**config.mk**
```make
export PLATFORM = sky130hd
export DESIGN_NAME = flash_sweep_ctrl
export DESIGN_NICKNAME = d
export VERILOG_FILES = /design/src/rtl/flash_sweep_ctrl.sv
export SDC_FILE = /design/constraint.sdc
export NUM_CORES = 1
export LEC_CHECK = 0
export CAP_MARGIN = 20
export CELL_PAD_IN_SITES_DETAIL_PLACEMENT = 0
export CELL_PAD_IN_SITES_GLOBAL_PLACEMENT = 1
export CORE_MARGIN = 2
export CORE_UTILIZATION = 39
export CTS_CLUSTER_SIZE = 16
export DETAILED_ROUTE_END_ITERATION = 16
export PLACE_DENSITY = 0.84
export SYNTH_ARGS = -nofsm -noshare
export SYNTH_HDL_FRONTEND = slang
export SYNTH_SLANG_ARGS = --single-unit
```
**constraint.sdc**
```tcl
create_clock -name iCLK -period 5.4 [get_ports iCLK]
set_clock_uncertainty 0.2 [all_clocks]
set_input_delay 1.62 -clock iCLK [delete_from_list [all_inputs] [get_ports iCLK]]
set_output_delay 1.62 -clock iCLK [all_outputs]
set_load 0.005 [all_outputs]
```
**src/rtl/flash_sweep_ctrl.sv**
```systemverilog
// flash_sweep_ctrl: erase / program / verify sweep controller for the on-board NOR flash.
// Optional ready-wait timeout is compiled in when FLASH_SWEEP_TMO_EN is defined.
module flash_sweep_ctrl #(
  parameter int ADDR_W   = 22,
  parameter int DATA_W   = 16,
  parameter int PROG_DIV = 64,
  parameter int READ_DIV = 16,
  parameter int TMO_CYC  = 1 << 20
) (
  input  logic              iCLK,
  input  logic              iRESET_N,
  input  logic              iCMD_VALID,
  input  logic [1:0]        iCMD,
  output logic              oCMD_READY,
  input  logic [ADDR_W-1:0] iSTART_ADDR,
  input  logic [ADDR_W-1:0] iEND_ADDR,
  input  logic              iABORT,
  input  logic              iFLASH_RY_N,
  input  logic [DATA_W-1:0] iFLASH_DQ,
  input  logic [DATA_W-1:0] iEXP_DQ,
  output logic [ADDR_W-1:0] oFLASH_ADDR,
  output logic [3:0]        oFLASH_CMD,
  output logic              oFLASH_TR,
  output logic              oBUSY,
  output logic              oDONE,
  output logic              oFAIL,
  output logic [15:0]       oERR_CNT,
  output logic [ADDR_W-1:0] oERR_ADDR
);

  if (PROG_DIV < 2 || READ_DIV < 2 || TMO_CYC < 1) begin : g_param_check
    $error("flash_sweep_ctrl: PROG_DIV and READ_DIV must be >= 2, TMO_CYC >= 1");
  end

  localparam int DIV_MAX = (PROG_DIV > READ_DIV) ? PROG_DIV : READ_DIV;
  localparam int CNT_W   = $clog2(DIV_MAX);
  localparam logic [CNT_W-1:0] HOLD_LAST = CNT_W'(PROG_DIV - 2);
  localparam logic [CNT_W-1:0] READ_LAST = CNT_W'(READ_DIV - 1);

  localparam logic [3:0] FC_READ  = 4'd0;
  localparam logic [3:0] FC_PROG  = 4'd1;
  localparam logic [3:0] FC_ERASE = 4'd4;
  localparam logic [3:0] FC_IDLE  = 4'd7;

  typedef enum logic [2:0] {
    S_IDLE, S_TRIG, S_HOLD, S_WAIT_RDY, S_READ, S_NEXT, S_FIN
  } state_t;

  typedef enum logic [1:0] {
    OP_VERIFY  = 2'd0,
    OP_PROGRAM = 2'd1,
    OP_ERASE   = 2'd2,
    OP_RSVD    = 2'd3
  } op_t;

  state_t            state, state_nxt;
  op_t               op;
  logic [ADDR_W-1:0] addr, end_addr, err_addr;
  logic [CNT_W-1:0]  cnt;
  logic [3:0]        flash_cmd;
  logic              fail;
  logic [15:0]       err_cnt;

  logic accept, reject, abort_now, mismatch, at_end;

`ifdef FLASH_SWEEP_TMO_EN
  localparam int TMO_W = $clog2(TMO_CYC + 1);
  localparam logic [TMO_W-1:0] TMO_LAST = TMO_W'(TMO_CYC - 1);
  logic [TMO_W-1:0] tmo_cnt;
  logic             tmo_last;
  assign tmo_last = (tmo_cnt == TMO_LAST);
`endif

  assign accept    = (state == S_IDLE) && iCMD_VALID;
  assign reject    = (iCMD == OP_RSVD) || ((iCMD != OP_ERASE) && (iSTART_ADDR > iEND_ADDR));
  assign abort_now = iABORT && (state != S_IDLE) && (state != S_FIN);
  assign at_end    = (addr == end_addr);
  assign mismatch  = (state == S_READ) && (cnt == READ_LAST) && !iABORT && (iFLASH_DQ != iEXP_DQ);

  always_ff @(posedge iCLK or negedge iRESET_N) begin
    if (!iRESET_N) state <= S_IDLE;
    else           state <= state_nxt;
  end

  always_comb begin
    state_nxt = state;
    case (state)
      S_IDLE: begin
        if (accept) begin
          if (reject)                  state_nxt = S_FIN;
          else if (iCMD == OP_VERIFY)  state_nxt = S_READ;
          else                         state_nxt = S_TRIG;
        end
      end
      S_TRIG: state_nxt = S_HOLD;
      S_HOLD: if (cnt == HOLD_LAST) state_nxt = S_WAIT_RDY;
      S_WAIT_RDY: begin
        if (iFLASH_RY_N) state_nxt = (op == OP_ERASE) ? S_FIN : S_NEXT;
`ifdef FLASH_SWEEP_TMO_EN
        else if (tmo_last) state_nxt = S_FIN;
`endif
      end
      S_READ: if (cnt == READ_LAST) state_nxt = S_NEXT;
      // end = all-ones exits here before the increment, so the address never wraps
      S_NEXT: begin
        if (at_end)                 state_nxt = S_FIN;
        else if (op == OP_VERIFY)   state_nxt = S_READ;
        else                        state_nxt = S_TRIG;
      end
      S_FIN:   state_nxt = S_IDLE;
      default: state_nxt = S_IDLE;
    endcase
    if (abort_now) state_nxt = S_FIN;
  end

  always_ff @(posedge iCLK or negedge iRESET_N) begin
    if (!iRESET_N) begin
      op        <= OP_VERIFY;
      addr      <= '0;
      end_addr  <= '0;
      cnt       <= '0;
      flash_cmd <= FC_IDLE;
      fail      <= 1'b0;
      err_cnt   <= '0;
      err_addr  <= '0;
    end else begin
      if ((state == S_HOLD || state == S_READ) && state_nxt == state)
        cnt <= cnt + CNT_W'(1);
      else
        cnt <= '0;

      if (accept) begin
        op       <= op_t'(iCMD);
        addr     <= (iCMD == OP_ERASE) ? '0 : iSTART_ADDR;
        end_addr <= iEND_ADDR;
        fail     <= reject;
        err_cnt  <= '0;
        err_addr <= '0;
        case (iCMD)
          OP_VERIFY:  flash_cmd <= FC_READ;
          OP_PROGRAM: flash_cmd <= FC_PROG;
          OP_ERASE:   flash_cmd <= FC_ERASE;
          default:    flash_cmd <= FC_IDLE;
        endcase
      end else begin
        if (state == S_FIN) flash_cmd <= FC_IDLE;
        if (state == S_NEXT && state_nxt != S_FIN) addr <= addr + ADDR_W'(1);
        if (abort_now || mismatch) fail <= 1'b1;
`ifdef FLASH_SWEEP_TMO_EN
        if (state == S_WAIT_RDY && !iFLASH_RY_N && tmo_last) fail <= 1'b1;
`endif
        if (mismatch) begin
          if (err_cnt != '1) err_cnt <= err_cnt + 16'd1;
          if (err_cnt == '0) err_addr <= addr;
        end
      end
    end
  end

`ifdef FLASH_SWEEP_TMO_EN
  always_ff @(posedge iCLK or negedge iRESET_N) begin
    if (!iRESET_N)                                         tmo_cnt <= '0;
    else if (state == S_WAIT_RDY && state_nxt == S_WAIT_RDY) tmo_cnt <= tmo_cnt + TMO_W'(1);
    else                                                   tmo_cnt <= '0;
  end
`endif

  assign oCMD_READY  = (state == S_IDLE);
  assign oBUSY       = (state != S_IDLE);
  assign oDONE       = (state == S_FIN);
  assign oFLASH_TR   = ((state == S_TRIG) || (state == S_READ)) && !iABORT;
  assign oFLASH_ADDR = addr;
  assign oFLASH_CMD  = flash_cmd;
  assign oFAIL       = fail;
  assign oERR_CNT    = err_cnt;
  assign oERR_ADDR   = err_addr;

endmodule

```
==> results of run 1 <==
state kept, by name, indices dropped and copies added, names as in the netlist:
register     cells
oERR_ADDR       22
op               2
oFLASH_ADDR     22
cnt              6
oERR_CNT        16
end_addr        22
state            3
oFAIL            1
oFLASH_CMD       3
cell usage in the layout, fill, tap and decap left out, drive strengths merged, types with 11 or more instances in the layout:
| master | synthesis | routed |
|---|---|---|
| nand4 | 15 | 15 |
| inv | 31 | 33 |
| o21ai | 68 | 68 |
| a21oi | 37 | 37 |
| nor4 | 19 | 19 |
| xnor2 | 31 | 31 |
| nand3 | 23 | 23 |
| clkbuf | 31 | 11 |
| ha | 27 | 27 |
| nand2 | 120 | 120 |
| nor2 | 40 | 40 |
| xor2 | 26 | 26 |
| dfrtp | 94 | 94 |
| clkdlybuf4s50 | 0 | 149 |
worst min-delay path by stage:
stage,end,depth (start not counted)
floorplan,end_addr[0]$_DFFE_PN0P_,2
finish,end_addr[2]$_DFFE_PN0P_,2
global placement,cnt[0]$_DFF_PN0_,1
CTS,end_addr[0]$_DFFE_PN0P_,2
global route,end_addr[0]$_DFFE_PN0P_,2
detailed placement,end_addr[0]$_DFFE_PN0P_,2
metrics by stage:
step           utilization [%]  instance area, um2  power (mW)  cells  hold WS [ns]
2_1_floorplan                -                5860        1.69    675         0.265
3_3_place_gp              51.3                7480        2.18    978         0.281
3_5_place_dp              51.3                7480        2.20    978         0.292
4_1_cts                   53.4                7790        2.89    994         0.310
5_1_grt                   53.4                7790        3.06    994         0.331
6_report                  53.4                7790        2.88    994         0.306
metal layers:
metal | share of wire (%) | track usage [%] | vias up
met1 | 41 | 28.4 | 2658
met5 | 0 | 0 | -
met2 | 49 | 38.1 | 246
met3 | 7.3 | 4.89 | 28
met4 | 2.1 | 6.53 | 0
li1 | - | - | 2647
worst max-delay path, stage by stage:
cell and delay (ns):
clkdlybuf4s50_1 0.51, nor3_1 0.24, clkdlybuf4s50_1 0.55
cell families (layout without fill, tap and decap cells):
logic type | count (synthesis) | count (layout) | share of synthesized area, %
flip-flops | 97 | 97 | 41.5
buffers and inverters | 69 | 204 | 4.89
AND/OR/NAND/NOR | 253 | 253 | 19.8
XOR/XNOR | 57 | 57 | 8.52
AO/OA/AOI/OAI | 169 | 169 | 19.1
multiplexers | 2 | 2 | 0.363
other | 1 | 1 | 0.0640
adder cells (fa/ha/maj) | 27 | 27 | 5.77
area by class of cell:
| cell class | instances | area share [%] |
|---|---|---|
| clock buffers | 11 | 3.24 |
| inverters | 31 | 1.49 |
| flip-flops and latches | 97 | 31.2 |
| multi-input cells | 509 | 40.4 |
| clock inverters | 5 | 0.771 |
| repair buffers | 157 | 19.9 |
| well taps | 184 | 2.95 |
where the power goes:
part           internal, mW  total [mW]  leakage [nW]  switching [mW]
registers             0.901        1.14          1.27           0.239
logic                 0.476        1.06          1.86           0.584
clock network         0.387       0.681         0.153           0.294
total                  1.76        2.88          3.29            1.12
==> results.json, run 1 <==
{
  "hold_class": "reg -> reg",
  "syn-cell-area_um2": 5860,
  "gp_congestion": 0.903,
  "final_nets": 915,
  "cts_tree": "yes",
  "worst_r2r_startpoint": "oFLASH_ADDR[7]$_DFFE_PN0P_",
  "syn_to_final_growth_pct": 33.0,
  "setup_ws_ns": 0.656,
  "synthArstFlopShare_pct": 100,
  "yosys_warnings": 0,
  "grt_first_pass_wirelength_um": 28600,
  "antenna_left": 0,
  "wire_per_inst_um": 18.0,
  "core_area_um2": 14600,
  "row_count": 44,
  "hold_viol": 0,
  "syn-num-nets": 785,
  "synthTopCellsByArea": "dfrtp_1 (40%), nand2_1 (7.7%), ha_1 (5.8%), o21ai_0 (5.7%), xnor2_1 (4.6%)",
  "crit_arrival_ns": 2.92,
  "crit_fanout": 7,
  "synth-edff-count": 0,
  "clock_latency_ns": 0.36,
  "cts_setup_buffers": 0,
  "p_per_area_nw_per_um2": 370,
  "r2r-end": "cnt[4]$_DFF_PN0_",
  "outcome": "complete, no violations",
  "grt.total_usage_pct": 22.3,
  "fp.dieH_um": 127,
  "timing.critical_path.to": "oFLASH_TR",
  "start_util_pct": 40.2,
  "cp-start-kind": "primary input",
  "via_per_inst": 5.61,
  "setup_viol": 0,
  "avgSynthCellArea_um2": 8.68,
  "grt_pass1_vias": 5410,
  "overflow": 0,
  "multiInputGateArea_um2": 3150,
  "drive_gt1_share_pct": 5.80,
  "dieArea_um2": 16000,
  "crit_start": "iABORT",
  "worstPathRequired_ns": 3.58,
  "cts_buffers": 9,
  "reg2reg_depth": 7,
  "cts_resized": 0,
  "route.detailed.drc": 0,
  "root_buffer": "clkbuf_16",
  "fill_cells": 1332,
  "r2r_slack_ns": 1.97,
  "synth_top_area_cell": "dfrtp_1",
  "routed_wl_um": 17900,
  "diodes": 0,
  "ir_drop_v": 0.000183,
  "pre_cts_slack_ns": 0.530,
  "grt_max_degree": 58,
  "regArea_um2": 2430,
  "synth-seq-cells": 97,
  "syn-instance-count": 675,
  "chipWidth_um": 127,
  "synth_top_area_share_pct": 40.2,
  "path_class": "in -> out",
  "grt_setup_unrepaired": "false",
  "cp-end-kind": "primary output",
  "post-route-min-period_ns": 4.74,
  "drv_slew": 0,
  "synthTopCellsByCount": "nand2_1 (120), dfrtp_1 (94), o21ai_0 (67)",
  "synth_flop_cell": "dfrtp_1",
  "cts_hold_buf": 0,
  "dr.pass1.iters": 5,
  "max_cap_violations": 0,
  "yosysMostFrequentCell": "nand2_1",
  "synth_cell_types": 60,
  "clockBufferDepth": 2,
  "leakage_nw": 3.29,
  "ios": 152,
  "fin_setup_tns_ns": 0,
  "vias": 5579,
  "dr.first_iter.drc_count": 422,
  "seq_area_frac_synth_pct": 41.5,
  "maxSlewHeadroom_pct": 50.4,
  "cts_sinks": 97,
  "htree_levels": 3,
  "tightestPinTransition_ns": 0.744,
  "io_buffers": 150,
  "post-dp-hpwl_um": 13400,
  "max_freq_mhz": 211,
  "hold_start": "end_addr[2]$_DFFE_PN0P_",
  "clkTransAtPathRegs_ns": 0.07,
  "antenna_found_initial": 0,
  "post-route-period-util_pct": 87.8
}
Note: power is estimated with default switching activity, not from simulation.
==> run 2: changes to the inputs <==
--- a/config.mk
+++ b/config.mk
@@ -12,6 +12,7 @@
 export CORE_UTILIZATION = 39
 export CTS_CLUSTER_SIZE = 16
 export DETAILED_ROUTE_END_ITERATION = 16
+export GPL_ROUTABILITY_DRIVEN = 0
 export PLACE_DENSITY = 0.84
 export SYNTH_ARGS = -nofsm -noshare
 export SYNTH_HDL_FRONTEND = slang
==> results.json, run 2 (same netlist as run 1, synthesis figures left out) <==
{
  "syn_to_final_growth_pct": 33.7,
  "critPathTopFamily": "buffers and inverters",
  "crit_start": "iABORT",
  "drive_gt1_share_pct": 5.56,
  "cts_sinks": 97,
  "crit_arrival_ns": 2.96,
  "timing.critical_path.to": "oFLASH_TR",
  "r2r_slack_ns": 1.91,
  "clockBufferDepth": 2,
  "cts_resized": 0,
  "dieArea_um2": 16000,
  "cts_setup_buffers": 0,
  "cp-end-kind": "primary output",
  "cpMostUsedCell": "clkdlybuf4s50_1",
  "grt_pass1_vias": 5472,
  "fin_setup_tns_ns": 0,
  "final_nets": 915,
  "grt.total_usage_pct": 22.2,
  "io_buffers": 150,
  "slowest_delay_ns": 0.55,
  "antenna_left": 0,
  "clkTransAtPathRegs_ns": 0.06,
  "hold_class": "reg -> reg",
  "overflow": 0,
  "slowest_stage": "clkdlybuf4s50_1",
  "reg2reg_depth": 7,
  "antenna_found_initial": 0,
  "cp_num_cells": 3,
  "post-dp-hpwl_um": 13200,
  "cts_hold_buf": 0,
  "setup_ws_ns": 0.619,
  "worstPathRequired_ns": 3.58,
  "dr.pass1.iters": 6,
  "chipWidth_um": 127,
  "ir_drop_v": 0.000270,
  "setup_viol": 0,
  "final_common_cell": "clkdlybuf4s50_1",
  "post-route-min-period_ns": 4.78,
  "crit_fanout": 7,
  "grt_max_degree": 77,
  "path_class": "in -> out",
  "routed_wl_um": 17800,
  "diodes": 0,
  "root_buffer": "clkbuf_16",
  "via_per_inst": 5.65,
  "max_cap_violations": 0,
  "drv_slew": 0,
  "core_area_um2": 14600,
  "route.detailed.drc": 0,
  "max_freq_mhz": 209,
  "critPathBufInv": 2,
  "row_count": 44,
  "clock_latency_ns": 0.35,
  "p_per_area_nw_per_um2": 373,
  "grt_first_pass_wirelength_um": 28400,
  "r2r-end": "cnt[1]$_DFF_PN0_",
  "cts_tree": "yes",
  "leakage_nw": 3.31,
  "start_util_pct": 40.2,
  "tightestPinTransition_ns": 0.778,
  "worst_r2r_startpoint": "oFLASH_ADDR[7]$_DFFE_PN0P_",
  "pre_cts_slack_ns": 0.534,
  "ios": 152,
  "cp-start-kind": "primary input",
  "dr.first_iter.drc_count": 331,
  "post-route-period-util_pct": 88.5,
  "hold_viol": 0,
  "wire_per_inst_um": 17.9,
  "cts_buffers": 9,
  "grt_setup_unrepaired": "false",
  "fp.dieH_um": 127,
  "outcome": "complete, no violations",
  "cp_cell_sequence": "clkdlybuf4s50_1, nor3_1, clkdlybuf4s50_1",
  "htree_levels": 3,
  "vias": 5610,
  "maxSlewHeadroom_pct": 48.1,
  "mostFrequentLayoutCells": "clkdlybuf4s50_1 (149), nand2_1 (119), dfrtp_1 (94)"
}
-- run 2: worst min-delay path, stage by stage (launching register included) --
cell	delay, ns
dfrtp_1	0.36
nand2_1	0.05
o21ai_0	0.06
-- run 2: metrics by stage --
step                      utilization, %  power (mW)  std cells  area (um2)  hold slack [ns]
after global placement              51.2        2.18        977        7470            0.279
after CTS                           53.5        2.93        992        7800            0.306
after detailed placement            51.2        2.20        977        7470            0.292
after global routing                53.7        3.10        993        7830            0.339
after floorplan                        -        1.69        675        5860            0.265
final                               53.7        2.92        993        7830            0.305
-- run 2: cell type report --
type | count | area, um2
clock inverters | 2 | 60.1
repair buffers | 157 | 1570
fillers | 1338 | 6760
multi-input cells | 509 | 3150
well taps | 184 | 230
clock buffers | 13 | 270
inverters | 31 | 116
flip-flops and latches | 97 | 2430
-- run 2: report_power, final --
group / switching, mW / internal, mW / total, mW / leakage (nW)
clock: 0.279 / 0.442 / 0.721 / 0.162
combinational: 0.586 / 0.477 / 1.06 / 1.87
sequential: 0.237 / 0.901 / 1.14 / 1.27
-- run 2: layer usage --
metal,vias up,share of wire [%],global-route usage [%]
met5,-,0,0
met3,39,7.7,4.05
met4,0,3.0,9.37
met2,272,48,36.6
li1,2638,-,-
met1,2661,42,28.7
-- run 2: worst min-delay path by stage --
stage | startpoint | end | slack [ns] | cells after the start
final | end_addr[7]$_DFFE_PN0P_ | end_addr[7]$_DFFE_PN0P_ | 0.30 | 2
after global placement | cnt[0]$_DFF_PN0_ | cnt[0]$_DFF_PN0_ | 0.28 | 1
after CTS | end_addr[7]$_DFFE_PN0P_ | end_addr[7]$_DFFE_PN0P_ | 0.31 | 2
after global routing | cnt[0]$_DFF_PN0_ | cnt[0]$_DFF_PN0_ | 0.34 | 1
after detailed placement | end_addr[7]$_DFFE_PN0P_ | end_addr[7]$_DFFE_PN0P_ | 0.29 | 2
after floorplan | end_addr[0]$_DFFE_PN0P_ | end_addr[0]$_DFFE_PN0P_ | 0.27 | 2
==> run 3: changes to the inputs <==
--- a/config.mk
+++ b/config.mk
@@ -12,7 +12,7 @@
 export CORE_UTILIZATION = 39
 export CTS_CLUSTER_SIZE = 16
 export DETAILED_ROUTE_END_ITERATION = 16
-export GPL_ROUTABILITY_DRIVEN = 0
+export GPL_TIMING_DRIVEN = 0
 export PLACE_DENSITY = 0.84
 export SYNTH_ARGS = -nofsm -noshare
 export SYNTH_HDL_FRONTEND = slang
==> results.json, run 3 (same netlist as run 1, synthesis figures left out) <==
{
  "cts_tree": "yes",
  "dp_cells": 1009,
  "ios": 152,
  "dr.first_iter.drc_count": 372,
  "grt_max_degree": 61,
  "hold_class": "reg -> reg",
  "pwr-share-comb_pct": 40.2,
  "start_util_pct": 40.2,
  "row_count": 44,
  "io_buffers": 149,
  "cp-start-kind": "primary input",
  "power.total_mw": 2.97,
  "setup_viol": 0,
  "grt_pass1_vias": 5902,
  "gp_congestion": 0.962,
  "routed_wl_um": 19700,
  "fp.dieH_um": 127,
  "hold_viol": 0,
  "cts_hold_buf": 0,
  "grt.total_usage_pct": 24.6,
  "cts_setup_buffers": 0,
  "cts_sinks": 97,
  "drive_gt1_share_pct": 5.23,
  "cts_buffers": 9,
  "fill_cells": 1356,
  "vias": 5854,
  "antenna_found_initial": 0,
  "syn_to_final_growth_pct": 35.1,
  "cp-end-kind": "primary output",
  "cts_resized": 0,
  "overflow": 0,
  "power.internal_mw": 1.80,
  "path_class": "in -> out",
  "chipWidth_um": 127,
  "ir_drop_v": 0.000173,
  "crit_arrival_ns": 2.98,
  "diodes": 0,
  "setup_ws_ns": 0.597,
  "route.detailed.drc": 0,
  "root_buffer": "clkbuf_16",
  "outcome": "complete, no violations",
  "via_per_inst": 5.71,
  "htree_levels": 3,
  "clockBufferDepth": 2,
  "tightestPinTransition_ns": 0.844,
  "dieArea_um2": 16000,
  "core_area_um2": 14600,
  "post-dp-hpwl_um": 15000,
  "crit_fanout": 7,
  "p_per_area_nw_per_um2": 375,
  "final_common_cell": "clkdlybuf4s50_1",
  "worstPathRequired_ns": 3.58,
  "power_frac_seq_pct": 36.1,
  "post-route-min-period_ns": 4.80,
  "max_freq_mhz": 208,
  "grt_setup_unrepaired": "false",
  "leakage_nw": 3.32,
  "final_cells": 1025,
  "wire_per_inst_um": 19.2,
  "pre_cts_slack_ns": 0.315,
  "p_sw_mw": 1.17,
  "max_cap_violations": 0,
  "clkPwrFrac_pct": 23.7,
  "grt_first_pass_wirelength_um": 31100,
  "clock_latency_ns": 0.36,
  "swShare_pct": 39.4,
  "mostFrequentLayoutCells": "clkdlybuf4s50_1 (148), nand2_1 (120), dfrtp_1 (94)",
  "dr.pass1.iters": 5,
  "maxSlewHeadroom_pct": 43.7,
  "antenna_left": 0,
  "post-route-period-util_pct": 88.9,
  "drv_slew": 0,
  "clkTransAtPathRegs_ns": 0.07,
  "final_nets": 946
}
## run 3: cell count changes in the layout (fill, tap and decap cells not counted), sizes merged
| cell | change |
|---|---|
| clkbuf | +27 |
| clkinvlp | +2 |
| inv | +1 |
| clkdlybuf4s50 | -1 |
| buf | +1 |
| clkinv | +2 |
## run 3: layer usage
metal  vias to the layer above  track usage [%]  wire length, um
li1                       2711                -                -
met4                         0             9.89              619
met5                         -                0                0
met3                        39             4.60             1410
met2                       270             41.0             9370
met1                      2834             31.7             8290
## run 3: power groups by stage
stage | clock network (mW) | registers (mW) | logic (mW)
3_3_place_gp | 0 | 1.08 | 1.15
4_1_cts | 0.718 | 1.07 | 1.19
3_5_place_dp | 0 | 1.08 | 1.18
5_1_grt | 0.749 | 1.09 | 1.31
2_1_floorplan | 0 | 1.04 | 0.650
6_report | 0.704 | 1.07 | 1.20
## run 3: final cells by class
cell class	count	area, um2	share of cell area, %
multi-input cells	509	3140	39.7
flip-flops and latches	97	2430	30.7
repair buffers	150	1510	19.1
well taps	184	230	2.91
clock buffers	9	225	2.84
plain buffers	38	170	2.15
inverters	31	116	1.47
clock inverters	7	93.8	1.19
## run 3: final timing paths
check | start | cells after the start | slack (ns) | endpoint
min in group asynchronous | iRESET_N | 1 | 1.15 | oERR_ADDR[3]$_DFFE_PN0P_
worst min-delay path | end_addr[13]$_DFFE_PN0P_ | 2 | 0.31 | end_addr[13]$_DFFE_PN0P_
max in group asynchronous | iRESET_N | 2 | 3.17 | oERR_CNT[7]$_DFFE_PN0P_
worst max-delay path | iABORT | 3 | 0.60 | oFLASH_TR
worst max register to register | oFLASH_ADDR[7]$_DFFE_PN0P_ | 7 | 1.69 | oFLASH_ADDR[10]$_DFFE_PN0P_
worst min register to register | end_addr[13]$_DFFE_PN0P_ | 2 | 0.31 | end_addr[13]$_DFFE_PN0P_
## run 3: stage by stage
step           instance area, um2  setup TNS [ns]  utilization [%]  hold WS [ns]
2_1_floorplan                5860               0                -         0.265
3_3_place_gp                 7580         -109.90             52.0         0.282
3_5_place_dp                 7600               0             52.1         0.294
4_1_cts                      7920               0             54.3         0.310
5_1_grt                      7920               0             54.3         0.328
6_report                     7920               0             54.3         0.311
## run 3: critical path, stage by stage
cell	delay [ns]
clkdlybuf4s50_1	0.56
nor3_1	0.26
clkdlybuf4s50_1	0.54
